===== config.mk =====
export PLATFORM = sky130hd
export DESIGN_NAME = aes_shift_mix_serial_flat
export DESIGN_NICKNAME = d
export VERILOG_FILES = /design/src/rtl/aes_pkg.sv /design/src/rtl/aes_shift_mix_serial_if.sv /design/src/rtl/aes_mixcol_byte.sv /design/src/rtl/aes_shift_mix_serial.sv /design/src/flat_wrapper.sv
export SDC_FILE = /design/constraint.sdc
export NUM_CORES = 1
export LEC_CHECK = 0
export CAP_MARGIN = 5
export CORE_MARGIN = 2
export CORE_UTILIZATION = 55
export DETAILED_ROUTE_END_ITERATION = 10
export PLACE_DENSITY_LB_ADDON = 0.15
export SLEW_MARGIN = 20
export SYNTH_ARGS = -nofsm -noshare
export SYNTH_HDL_FRONTEND = slang
export SYNTH_HIERARCHICAL = 1
export SYNTH_SLANG_ARGS = --single-unit

===== constraint.sdc =====
create_clock -name clk -period 3.83 [get_ports clk]
set_input_delay 0.5745 -clock clk [delete_from_list [all_inputs] [get_ports clk]]
set_output_delay 0.5745 -clock clk [all_outputs]
set_load 0.005 [all_outputs]

===== src/rtl/aes_pkg.sv =====
// rtl/aes_pkg.sv - shared AES types, sizes and GF(2^8) helpers
// Purpose: byte/state types, FSM encoding and the xtime/gmul3 helpers used
//          by the byte-serial ShiftRows+MixColumns stage.
// Ports:   none (package).
package aes_pkg;

   localparam int AES_NB     = 4;
   localparam int AES_NBYTES = 16;

   typedef logic [7:0] aes_byte_t;

   typedef enum logic {
      FILL  = 1'b0,
      DRAIN = 1'b1
   } fsm_t;

   // Multiply by 2 in GF(2^8), reduction polynomial x^8+x^4+x^3+x+1.
   function automatic aes_byte_t xtime(input aes_byte_t x);
      return {x[6:0], 1'b0} ^ (x[7] ? 8'h1B : 8'h00);
   endfunction

   function automatic aes_byte_t gmul3(input aes_byte_t x);
      return xtime(x) ^ x;
   endfunction

endpackage


===== src/rtl/aes_shift_mix_serial_if.sv =====
// rtl/aes_shift_mix_serial_if.sv - byte stream in/out bundle for the ShiftRows+MixColumns stage
// Purpose: groups the input byte stream (idata/ivalid/iready) and the output
//          byte stream (odata/ovalid/oready).
// Modports: master = producer of idata / consumer of odata (upstream+downstream side),
//           slave  = the stage itself.
interface aes_shift_mix_serial_if;
   import aes_pkg::*;

   aes_byte_t idata;
   logic      ivalid;
   logic      iready;
   aes_byte_t odata;
   logic      ovalid;
   logic      oready;

   modport master (
      output idata, ivalid, oready,
      input  iready, odata, ovalid
   );

   modport slave (
      input  idata, ivalid, oready,
      output iready, odata, ovalid
   );

endinterface


===== src/rtl/aes_mixcol_byte.sv =====
// rtl/aes_mixcol_byte.sv - one MixColumns output byte from a column
// Purpose: combinational; returns 2*a_r ^ 3*a_(r+1) ^ a_(r+2) ^ a_(r+3)
//          (indices mod 4), or a_r when bypass_i is set.
// Ports:   a0_i..a3_i column bytes, row_i output row, bypass_i skip MixColumns,
//          byte_o result byte.
module aes_mixcol_byte
   import aes_pkg::*;
(
   input  aes_byte_t  a0_i,
   input  aes_byte_t  a1_i,
   input  aes_byte_t  a2_i,
   input  aes_byte_t  a3_i,
   input  logic [1:0] row_i,
   input  logic       bypass_i,
   output aes_byte_t  byte_o
);

   aes_byte_t col [4];
   aes_byte_t t0, t1, t2, t3;

   always_comb begin
      col[0] = a0_i;
      col[1] = a1_i;
      col[2] = a2_i;
      col[3] = a3_i;
      // 2-bit additions wrap, giving the mod-4 rotation for free.
      t0 = col[row_i];
      t1 = col[row_i + 2'd1];
      t2 = col[row_i + 2'd2];
      t3 = col[row_i + 2'd3];
      byte_o = bypass_i ? t0 : (xtime(t0) ^ gmul3(t1) ^ t2 ^ t3);
   end

endmodule


===== src/rtl/aes_shift_mix_serial.sv =====
// rtl/aes_shift_mix_serial.sv - byte-serial AES ShiftRows+MixColumns stage
// Purpose: collects one 16-byte column-major state, then emits the 16
//          ShiftRows+MixColumns bytes in the same order. Fill and drain do
//          not overlap.
// Ports:   clk, rst (sync, active-high); bus (slave modport): idata/ivalid/iready
//          input stream, odata/ovalid/oready output stream; final_rnd only when
//          AES_FINAL_ROUND_EN is defined (1 = ShiftRows only for this block).
// Params:  NBYTES must be 16; OREG=1 registers odata/ovalid, 0 drives odata
//          combinationally from the buffer.
// Config:  AES_FINAL_ROUND_EN adds the final_rnd bypass input.
module aes_shift_mix_serial
   import aes_pkg::*;
#(
   parameter int NBYTES = 16,
   parameter bit OREG   = 1'b1
)
(
   input  logic clk,
   input  logic rst,
`ifdef AES_FINAL_ROUND_EN
   input  logic final_rnd,
`endif
   aes_shift_mix_serial_if.slave bus
);

   if (NBYTES != AES_NB * AES_NB) begin : g_bad_nbytes
      $error("aes_shift_mix_serial: NBYTES must be 16");
   end

   aes_byte_t  mem_q [AES_NBYTES];
   fsm_t       state_q;
   logic [3:0] wr_idx_q;
   logic [3:0] rd_idx_q;
   logic       iready_q;
   logic       ovalid_q;
   aes_byte_t  odata_q;

   logic       in_xfer;
   logic       out_xfer;
   logic       ovalid;
   logic       bypass;
   logic [3:0] rd_sel;
   logic [1:0] col_sel;
   logic [1:0] row_sel;
   aes_byte_t  mix_byte;

   assign in_xfer  = bus.ivalid && iready_q;
   assign ovalid   = OREG ? ovalid_q : (state_q == DRAIN);
   assign out_xfer = ovalid && bus.oready;

   // With the output register, a byte already sits in odata_q, so the
   // register is refilled from the byte after the one being transferred.
   assign rd_sel  = (OREG && ovalid_q) ? (rd_idx_q + 4'd1) : rd_idx_q;
   assign col_sel = rd_sel[3:2];
   assign row_sel = rd_sel[1:0];

   // ShiftRows as an index remap: tap j of column c comes from column (c+j)%4, row j.
   aes_mixcol_byte u_mix (
      .a0_i     (mem_q[{col_sel,         2'd0}]),
      .a1_i     (mem_q[{col_sel + 2'd1, 2'd1}]),
      .a2_i     (mem_q[{col_sel + 2'd2, 2'd2}]),
      .a3_i     (mem_q[{col_sel + 2'd3, 2'd3}]),
      .row_i    (row_sel),
      .bypass_i (bypass),
      .byte_o   (mix_byte)
   );

   assign bus.iready = iready_q;
   assign bus.ovalid = ovalid;
   assign bus.odata  = OREG ? odata_q : (ovalid ? mix_byte : 8'h00);

`ifdef AES_FINAL_ROUND_EN
   logic final_q;

   // Captured on the first byte of a block and held until the next block starts.
   always_ff @(posedge clk) begin
      if (rst) begin
         final_q <= 1'b0;
      end else if (in_xfer && (wr_idx_q == 4'd0)) begin
         final_q <= final_rnd;
      end
   end

   assign bypass = final_q;
`else
   assign bypass = 1'b0;
`endif

   // State buffer is deliberately not reset; it is always fully rewritten before a drain.
   always_ff @(posedge clk) begin
      if (in_xfer) begin
         mem_q[wr_idx_q] <= bus.idata;
      end
   end

   always_ff @(posedge clk) begin
      if (rst) begin
         state_q  <= FILL;
         wr_idx_q <= 4'd0;
         rd_idx_q <= 4'd0;
         iready_q <= 1'b0;
         ovalid_q <= 1'b0;
         odata_q  <= 8'h00;
      end else begin
         case (state_q)
            FILL: begin
               iready_q <= 1'b1;
               if (in_xfer) begin
                  if (wr_idx_q == 4'd15) begin
                     wr_idx_q <= 4'd0;
                     iready_q <= 1'b0;
                     state_q  <= DRAIN;
                  end else begin
                     wr_idx_q <= wr_idx_q + 4'd1;
                  end
               end
            end
            DRAIN: begin
               iready_q <= 1'b0;
               if (out_xfer) begin
                  if (rd_idx_q == 4'd15) begin
                     rd_idx_q <= 4'd0;
                     iready_q <= 1'b1;
                     state_q  <= FILL;
                  end else begin
                     rd_idx_q <= rd_idx_q + 4'd1;
                  end
               end
               if (OREG) begin
                  if (out_xfer && (rd_idx_q == 4'd15)) begin
                     ovalid_q <= 1'b0;
                  end else if (!ovalid_q || out_xfer) begin
                     ovalid_q <= 1'b1;
                     odata_q  <= mix_byte;
                  end
               end
            end
            default: state_q <= FILL;
         endcase
      end
   end

endmodule

===== src/flat_wrapper.sv =====
// flat-port wrapper written by rule: the top's interface ports become plain ports
module aes_shift_mix_serial_flat import aes_pkg::*;
#(
   parameter int NBYTES = 16,
   parameter bit OREG   = 1'b1
)
  (clk, rst, bus_idata, bus_ivalid, bus_oready, bus_iready, bus_odata, bus_ovalid);
  aes_shift_mix_serial_if bus_i ();
  input  logic clk;
  input  logic rst;
  input wire logic [$bits(bus_i.idata)-1:0] bus_idata;
  input wire logic [$bits(bus_i.ivalid)-1:0] bus_ivalid;
  input wire logic [$bits(bus_i.oready)-1:0] bus_oready;
  output wire logic [$bits(bus_i.iready)-1:0] bus_iready;
  output wire logic [$bits(bus_i.odata)-1:0] bus_odata;
  output wire logic [$bits(bus_i.ovalid)-1:0] bus_ovalid;
  assign bus_i.idata = bus_idata;
  assign bus_i.ivalid = bus_ivalid;
  assign bus_i.oready = bus_oready;
  assign bus_iready = bus_i.iready;
  assign bus_odata = bus_i.odata;
  assign bus_ovalid = bus_i.ovalid;
  aes_shift_mix_serial #(.NBYTES(NBYTES), .OREG(OREG)) u_core (.clk(clk), .rst(rst), .bus(bus_i));
endmodule

==> flow_summary.ini, run 1 <==
[outcome]
status = finished clean

[worst_setup_path]
cpMaxStageDelayCell = mux4_2
path_class = reg2reg
r2r_slack_ns = 0.25
cpPeakStageDelay_ns = 0.68
crit_required_ns = 4.13
rr_worst_depth = 11
path_cells = ha_1 -> nand2_1 -> xor2_4 -> mux4_2 -> xnor2_1 -> mux4_2 -> xnor2_2 -> xnor3_1 -> mux2_2 -> nand2b_1 -> mux2i_1
arrival_ns = 3.88
path_buf_inv = 0
reg2reg_from = u_core/rd_idx_q[1]$_SDFFE_PP0P_
rr_endpoint = u_core/bus.odata[3]$_SDFFE_PP0P_
start_kind = flip-flop
cp-end-kind = flip-flop
crit_fanout = 10
cp_common_cell = mux4_2
path_delay_family = multiplexers

[logic_synthesis]
syn_inst = 454
synth-seq-area-share = 0.5941
yosys_warnings = 6
synth_nets = 471
synth-simple-area-share = 0.07514
yosysUniqueCellTypes = 49
ys.flop_type = edfxtp_1
synth-edff-count = 128
synthAdderAreaFrac = 0.008798
syn_area_mm2 = 0.007111
synthArstFlopShare = 0
synth_top_family_by_area = multiplexers
synth_compound_area_frac = 0.02763
synth-xor-area-share = 0.07936
syn_area_per_cell_um2 = 15.66
yosys_register_bits = 147
yosys-mux-area-fraction = 0.1918

[min_path]
holdCritPathClass = reg2reg
holdPathStages = 2
hold_start = u_core/bus.odata[6]$_SDFFE_PP0P_
hold_end = u_core/bus.odata[6]$_SDFFE_PP0P_

[clock_tree]
ctsHoldBuffers = 0
cts-root-buf = clkbuf_16
cts_tree = yes
cts.clk_slew.worst_paths_ns = 0.06
post_cts_buffers = 0
post_cts_resized = 0
clockBufferDepth = 2
cts.sinks = 147
cts_made_buffers = 17
clkLatencyLatePin_ns = 0.41
h-tree-depth = 4

[power]
power_density_mw_per_mm2 = 413.4
seqPwrFrac = 0.523
power_leakage_nw = 2.742
internal_power_mw = 2.734
ir_drop_mv = 0.3872
swShare = 0.1845
clkPwrFrac = 0.446
switchingPower_uw = 618.3
p_comb_frac = 0.031

[floorplanning]
coreArea_mm2 = 0.01262
die_w_um = 117.7
initial_core_util = 0.5635
rows = 41
fp.dieH_um = 117.7
die_area_mm2 = 0.01385
ioPinCount = 22

[detailed_routing]
totalWireLength_um = 13700
wl_per_cell_um = 20.36
drt_iter0_markers = 363
drt_pass1_iterations = 4
drtAntennaViolNets = 0
post-route-drc-count = 0
avgViaCountPerCell = 5.828
num_vias = 3922

[cells_and_area]
num-fill-cells = 919
multi_input_area_mm2 = 0.002755
area_growth_pct = 14.04
layout_common_cells = edfxtp_1, mux2i_1, mux4_2
n_antenna_cell = 0
drive_gt1_frac = 0.1856
layout.nets = 507
register_area_mm2 = 0.004224
final_common_cell = edfxtp_1

[global_routing]
grt_pass1_vias = 3810
grt_use_total = 0.2099
gr-total-overflow = 0
grt_max_degree = 34
grt_pass1_wl_um = 21690
antenna_found_initial = 0

[place]
io_buffers = 21
dp_hpwl_um = 9623
gp_congestion = 0.8105

[timing]
finClkSkew_ns = 0.01580
fmax_ghz = 0.2794
final_hold_viol_count = 0
tightestPinTransition_ns = 0.8854
slew_viol_final = 0
min_period_ns = 3.579
fin_crit_sh = 0.9344
worst_hold_slack_ns = 0.4726
final-setup-viol-count = 0
setup_tns_ns = 0
slew_headroom = 0.4076
rsz0062_at_grt = false

[run]
max_cap_viol_count = 0
-- logic make-up (layout without fill, tap and decap cells) --
family                     count (synthesis)  after routing
AOI/OAI and AO/OA                         32             32
xor gates and xnor gates                  54             54
adders and majority gates                  5              5
buffers and inverters                     29             76
DFF                                      147            147
muxes                                     83             83
other                                      1              1
and+or+nand+nor                          103            103
-- area by class of cell --
cell class,instances,area share
clock inverter,8,0.01080
multi-input combinational,278,0.3398
timing repair buffer,42,0.04536
tap,172,0.02654
clock buffer,22,0.05478
sequential,147,0.5209
inverter,4,0.001852
-- cells in the mapped netlist (2+ instances only) --
library cell | n | area (um2)
or3_1 | 2 | 12.51
buf_6 | 3 | 33.78
xor2_1 | 16 | 140.1
nand3_1 | 9 | 45.04
o22ai_1 | 5 | 31.28
inv_1 | 3 | 11.26
a21boi_0 | 2 | 15.01
or2_2 | 2 | 12.51
clkbuf_1 | 7 | 26.28
edfxtp_1 | 128 | 3844
nor2b_1 | 6 | 37.54
nand4_1 | 2 | 12.51
ha_1 | 5 | 62.56
and2_1 | 3 | 18.77
mux2_2 | 4 | 45.04
mux4_2 | 37 | 833.3
nor2_1 | 23 | 86.33
mux4_1 | 4 | 105.1
buf_2 | 8 | 40.04
a21oi_1 | 8 | 40.04
xnor3_1 | 5 | 112.6
nand2b_1 | 20 | 125.1
xor2_2 | 2 | 32.53
a211oi_1 | 2 | 15.01
and3_1 | 2 | 12.51
buf_4 | 5 | 37.54
xnor2_1 | 30 | 262.8
dfxtp_1 | 19 | 380.4
nand2_1 | 18 | 67.56
mux2i_1 | 38 | 380.4
nor3_1 | 10 | 50.05
o21ai_0 | 9 | 45.04
-- sequential cells by signal, indices dropped and copies added, names as in the netlist --
| signal | count |
|---|---|
| u_core/bus.ovalid | 1 |
| u_core/bus.iready | 1 |
| u_core/wr_idx_q | 4 |
| u_core/bus.odata | 8 |
| u_core/mem_q | 128 |
| u_core/state_q | 1 |
| u_core/rd_idx_q | 4 |
-- through the flow --
stage / total power, mW / setup slack, ns / instances / util / area, um2
after global placement: 1.887 / 0.3084 / 643 / 0.6004 / 7577
after global routing: 3.461 / 0.004930 / 673 / 0.6426 / 8109
after detailed placement: 1.890 / 0.2371 / 643 / 0.6004 / 7577
after floorplan: 1.841 / 0.2423 / 454 / - / 7111
final: 3.352 / 0.2514 / 673 / 0.6426 / 8109
after CTS: 3.389 / 0.1920 / 673 / 0.6426 / 8109
-- tightest hold or removal path, stage by stage (launching register included) --
cell	delay (ns)
dfxtp_1	0.31
nand2b_1	0.06
mux2i_1	0.06
-- how the worst max path moves through the flow --
stage | from | end | slack, ns | depth (start not counted)
floorplan | u_core/rd_idx_q[0]$_SDFFE_PP0P_ | u_core/bus.odata[3]$_SDFFE_PP0P_ | 0.24 | 13
global placement | u_core/rd_idx_q[0]$_SDFFE_PP0P_ | u_core/bus.odata[1]$_SDFFE_PP0P_ | 0.31 | 12
detailed placement | u_core/rd_idx_q[1]$_SDFFE_PP0P_ | u_core/bus.odata[1]$_SDFFE_PP0P_ | 0.24 | 12
CTS | u_core/rd_idx_q[1]$_SDFFE_PP0P_ | u_core/bus.odata[1]$_SDFFE_PP0P_ | 0.19 | 12
global route | u_core/rd_idx_q[1]$_SDFFE_PP0P_ | u_core/bus.odata[3]$_SDFFE_PP0P_ | 0.005 | 11
finish | u_core/rd_idx_q[1]$_SDFFE_PP0P_ | u_core/bus.odata[3]$_SDFFE_PP0P_ | 0.25 | 11
-- power groups by stage --
stage	sequential, mW	combinational, mW	clock (mW)
after CTS	1.75	0.105	1.53
after floorplan	1.78	0.0569	0
after global routing	1.75	0.116	1.59
after detailed placement	1.79	0.104	0
final	1.75	0.104	1.50
after global placement	1.79	0.101	0
-- routing by layer --
metal / wire, um / track usage
met5: 0 / 0
met4: 121 / 0.06175
met3: 706 / 0.04845
met2: 6756 / 0.3259
met1: 6118 / 0.3000
Power figures use the tool's default switching activity.
==> run 2, diff against run 1 <==
- clock period: 3.83 -> 4.5 ns (I/O delays scaled with it)
==> run 2 against run 1 <==
Net effect: routed wire length rose by 6.2%; clock power decreased by 9%; sequential share of layout area increased by 0.22 points; largest power group unchanged; maximum frequency decreased by 10%; highest routed layer unchanged.
==> flow_summary.ini, run 2 (synthesis gave the netlist of run 1 again) <==
[outcome]
status = finished clean

[clock_tree]
cts.clk_slew.worst_paths_ns = 0.07
cts_tree = yes
ctsHoldBuffers = 0
clkLatencyLatePin_ns = 0.42
cts_made_buffers = 17
cts.sinks = 147
cts-root-buf = clkbuf_16
post_cts_buffers = 0
post_cts_resized = 0
clockBufferDepth = 2
h-tree-depth = 4

[floorplanning]
coreArea_mm2 = 0.01262
die_w_um = 117.7
die_area_mm2 = 0.01385
ioPinCount = 22
rows = 41
initial_core_util = 0.5635
fp.dieH_um = 117.7

[timing]
final_hold_viol_count = 0
worst_hold_slack_ns = 0.4739
tightestPinTransition_ns = 1.018
fmax_ghz = 0.2505
setup_ws_ns = 0.5078
rsz0062_at_grt = false
fin_crit_sh = 0.8872
slew_viol_final = 0
final-setup-viol-count = 0
min_period_ns = 3.992
finClkSkew_ns = 0.01003
slew_headroom = 0.3188
setup_tns_ns = 0

[detailed_routing]
drt_iter0_markers = 303
met2_length_um = 7213
wl_met1_um = 6517
drt_pass1_iterations = 4
post-route-drc-count = 0
wl_per_cell_um = 21.88
drtAntennaViolNets = 0
avgViaCountPerCell = 5.842
met3_length_um = 639
top_layer_used = met4
num_vias = 3885
totalWireLength_um = 14550

[global_routing]
grt_pass1_wl_um = 22770
grt_pass1_vias = 3852
grt_use_total = 0.2244
antenna_found_initial = 0
gr-total-overflow = 0
grt_max_degree = 43

[worst_setup_path]
reg2reg_from = u_core/rd_idx_q[0]$_SDFFE_PP0P_
rr_worst_depth = 12
cpPeakStageDelay_ns = 0.49
start_kind = flip-flop
path_class = reg2reg
path_cells = ha_1 -> nand2_1 -> xor2_4 -> buf_4 -> mux4_1 -> xnor2_1 -> mux4_2 -> xnor2_2 -> xnor3_1 -> mux2_2 -> nand2b_1 -> mux2i_1
cpMaxStageDelayCell = xor2_4
r2r_slack_ns = 0.51
path_buf_inv = 1
path_delay_family = XOR/XNOR gates
rr_endpoint = u_core/bus.odata[3]$_SDFFE_PP0P_
crit_required_ns = 4.80
arrival_ns = 4.29
crit_fanout = 11
cp-end-kind = flip-flop

[power]
power_leakage_nw = 2.713
ir_drop_mv = 0.4086
power_density_mw_per_mm2 = 364.8

[run]
max_cap_viol_count = 0

[min_path]
hold_end = u_core/bus.odata[5]$_SDFFE_PP0P_
hold_start = u_core/bus.odata[5]$_SDFFE_PP0P_
holdCritPathClass = reg2reg
holdPathStages = 2

[place]
place_area_mm2 = 0.007502
io_buffers = 21
gp_congestion = 0.8627
dp_hpwl_um = 9751
pre_cts_ws_ns = 0.4398

[cells_and_area]
area_growth_pct = 13.57
largest-register = u_core/mem_q
drive_gt1_frac = 0.1886
n_antenna_cell = 0
final_area_mm2 = 0.008075
largest_register_ffs = 128
layout_common_cells = edfxtp_1, mux2i_1, mux4_2
layout.nets = 497
final_common_cell = edfxtp_1
==> run 2: changes by cell type in the layout (fill, tap and decap cells not counted) <==
cell / before / now
buf_4: 21 / 11
inv_6: 0 / 5
clkbuf_1: 5 / 1
clkinv_1: 4 / 0
inv_8: 0 / 3
clkinvlp_4: 1 / 3
bufinv_16: 2 / 1
clkinv_4: 0 / 1
==> run 2: layer usage <==
layer	up-vias	track usage
met1	1982	0.3193
met2	96	0.3499
met4	0	0.08057
li1	1797	-
met3	10	0.04312
met5	-	0
==> run 2: worst max path at each step <==
stage	slack, ns	endpoint	cells past startpoint	from
floorplan	0.91	u_core/bus.odata[3]$_SDFFE_PP0P_	13	u_core/rd_idx_q[0]$_SDFFE_PP0P_
global placement	0.64	u_core/bus.odata[3]$_SDFFE_PP0P_	12	u_core/rd_idx_q[0]$_SDFFE_PP0P_
detailed placement	0.44	u_core/bus.odata[3]$_SDFFE_PP0P_	12	u_core/rd_idx_q[0]$_SDFFE_PP0P_
CTS	0.45	u_core/bus.odata[3]$_SDFFE_PP0P_	12	u_core/rd_idx_q[0]$_SDFFE_PP0P_
global route	0.21	u_core/bus.odata[3]$_SDFFE_PP0P_	12	u_core/rd_idx_q[0]$_SDFFE_PP0P_
finish	0.51	u_core/bus.odata[3]$_SDFFE_PP0P_	12	u_core/rd_idx_q[0]$_SDFFE_PP0P_
==> run 2: cell type report <==
class	count	area, um2
fill	944	4544
clock buffer	18	429.2
inverter	4	15.01
timing repair buffer	32	292.8
multi-input combinational	278	2755
clock inverter	14	143.9
sequential	147	4224
tap	172	215.2
==> run 2: worst register-to-register path: cells and delay by family (launching register included) <==
family	cells	cell delay, ns
DFF	1	0.48
adders and majority gates	1	0.30
and+or+nand+nor	2	0.22
buffers and inverters	1	0.32
muxes	4	1.27
xor gates and xnor gates	4	1.28
==> run 2: metrics by stage <==
step	util	instances	power [mW]
floorplan	-	454	1.567
global placement	0.5945	633	1.606
detailed placement	0.5945	633	1.609
CTS	0.6399	665	2.972
global route	0.6399	665	3.037
finish	0.6399	665	2.946
==> run 2: power by group <==
part / internal, mW / switching [mW] / leakage [nW]
clock: 0.779 / 0.586 / 0.274
sequential: 1.49 / 0.00318 / 1.31
combinational: 0.0380 / 0.0518 / 1.13
==> edit, RTL diff (flow settings as in run 2) <==
`OREG` is set to 1'b1 in 2 places; all go to 1'b0.
--- a/src/rtl/aes_shift_mix_serial.sv
+++ b/src/rtl/aes_shift_mix_serial.sv
@@ -13,5 +13,5 @@
 #(
    parameter int NBYTES = 16,
-   parameter bit OREG   = 1'b1
+   parameter bit OREG   = 1'b0
 )
 (
--- a/src/flat_wrapper.sv
+++ b/src/flat_wrapper.sv
@@ -3,5 +3,5 @@
 #(
    parameter int NBYTES = 16,
-   parameter bit OREG   = 1'b1
+   parameter bit OREG   = 1'b0
 )
   (clk, rst, bus_idata, bus_ivalid, bus_oready, bus_iready, bus_odata, bus_ovalid);
Formal check against the unedited RTL: no difference found for any inputs over 10 cycles, from zero or initial values and one cycle with rst high; that may be too few to reach the edited logic, so the function may still have changed.
==> edit against run 2 <==
Sequential cell count shrank 7. Core utilization is 1.7 points higher. Combinational power is 2.9% lower. Cell area fell by 2.0%. Setup slack worse by 0.41 ns. Power decreased by 1.6%. Hold slack improved by 0.12 ns. Wire length down 4.2%. Critical endpoint is now bus_odata[1]. Synthesized area decreased by 3.6%.
==> edit: results (changes against run 2) <==
| Metric | Value |
|---|---|
| #FFs+latches synth | `140 (was 147)` |
| Register area share after synthesis | `59.61% (was 59.41%)` |
| Clk cell area share | `7.538% (was 7.096%)` |
| Synth Area per Inst | `16.39 um2 (was 15.66 um2)` |
| Worst path slowest cell | `mux4_2 (was xor2_4)` |
| Worst VDD drop | `0.3029 mV (was 0.4086 mV)` |
| GRT Total Usage | `22.29% (was 22.44%)` |
| Outcome | `finished clean (unchanged)` |
| Xor and xnor area share after synthesis | `6.665% (was 7.936%)` |
| Data buffer area share | `5.341% (was 3.626%)` |
| Largest net degree at the start of global routing | `33 (was 43)` |
| Slew headroom | `37.09% (was 31.88%)` |
| Multi-input comb cells | `249 (was 278)` |
| Seq/total area | `51.63% (was 52.31%)` |
| Synth area leaders | `edfxtp_1 56%, mux4_2 14%, xnor2_1 4.6% (was edfxtp_1 54%, mux4_2 12%, dfxtp_1 5.3%)` |
| Worst-path fanout max | `7 (was 11)` |
| GPL Wtd Cong | `0.8667 (was 0.8627)` |
| Non-Clock Inverter Count | `5 (was 4)` |
| P_leak | `2.520 nW (was 2.713 nW)` |
| Synth Area in Compound Gates | `4.072% (was 2.763%)` |
| Nonclk buf count | `41 (was 32)` |
| Post-synth cell types | `60 (was 49)` |
| Area of the multi-input gates | `2581 um2 (was 2755 um2)` |
| CTS clk-pin slew, worst paths | `0.05 ns (was 0.07 ns)` |
| Share of layout cells above drive strength 1 | `24.41% (was 18.86%)` |
| Post-Synth Adder-Cell Area | `1.278% (was 0.8798%)` |
| Vias in the first global route | `3,790 (was 3,852)` |
| Post-route insts no fill | `635 (was 665)` |
| Clock buffers | `18 (unchanged)` |
| Worst EP arrival | `3.73 ns (was 4.29 ns)` |
| Setup WS pre-CTS | `0.3971 ns (was 0.4398 ns)` |
| Mapped Nets | `437 (was 471)` |
| Clk_skew | `0.01051 ns (was 0.01003 ns)` |
| Hpwl dp | `9633 um (was 9751 um)` |
| First-pass GRT wire length | `21,310 um (was 22,770 um)` |
| Yosys warnings | `6 (unchanged)` |
| Layout fillers | `845 (was 944)` |
| Clk_lat worst skew | `~0.41 ns` |
| Mux contribution to synthesized area | `18.85% (was 19.18%)` |
| Wirelength per Cell | `21.96 um (was 21.88 um)` |
## edit: cell count changes after synthesis, sizes merged, moves of 4 or more
| cell | change |
|---|---|
| nor3 | -4 |
| mux2i | -17 |
| xor2 | -7 |
| nand2 | -9 |
| a21oi | +5 |
| xnor2 | +5 |
| and2 | +8 |
| clkbuf | -4 |
| nand2b | -15 |
| mux4 | +5 |
| dfxtp | -7 |
## edit: final timing paths
check | cells after the start | end | slack [ns] | start
max reg2reg | 2 | u_core/mem_q[6][4]$_DFFE_PP_ | 2.54 | u_core/wr_idx_q[2]$_SDFFE_PP0P_
min | 2 | u_core/wr_idx_q[1]$_SDFFE_PP0P_ | 0.60 | u_core/wr_idx_q[1]$_SDFFE_PP0P_
max | 9 | bus_odata[1] | 0.09 | u_core/rd_idx_q[2]$_SDFFE_PP0P_
min reg2reg | 2 | u_core/wr_idx_q[1]$_SDFFE_PP0P_ | 0.60 | u_core/wr_idx_q[1]$_SDFFE_PP0P_
## edit: timing repair
item | in CTS | in global routing
setup buffers | 2 | 6
pin swaps | 0 | 2
endpoints found under the setup margin | 2 | 3
resized for setup | 3 | 4
gates cloned | 0 | 1
## edit: layer usage
layer	part of all wire [%]	up-vias	routed length [um]	GRT usage (%)
met3	4.6	8	640	4.812
li1	-	1720	-	-
met4	0.63	0	88	5.714
met1	43	1921	5961	29.81
met2	52	114	7254	37.74
met5	0	-	0	0
## edit: per-stage QoR
step	instance area (um2)	hold slack, ns
after floorplan	6852	0.4790
after global placement	7181	0.5540
after detailed placement	7181	0.5704
after CTS	7809	0.5889
after global routing	7918	0.6214
final	7918	0.5962
## edit: power breakdown
group	total, mW	switching, mW	internal, mW	leakage (nW)
clock network	1.38	0.508	0.873	0.289
registers	1.43	0.00438	1.43	1.25
logic	0.0872	0.0504	0.0367	0.979
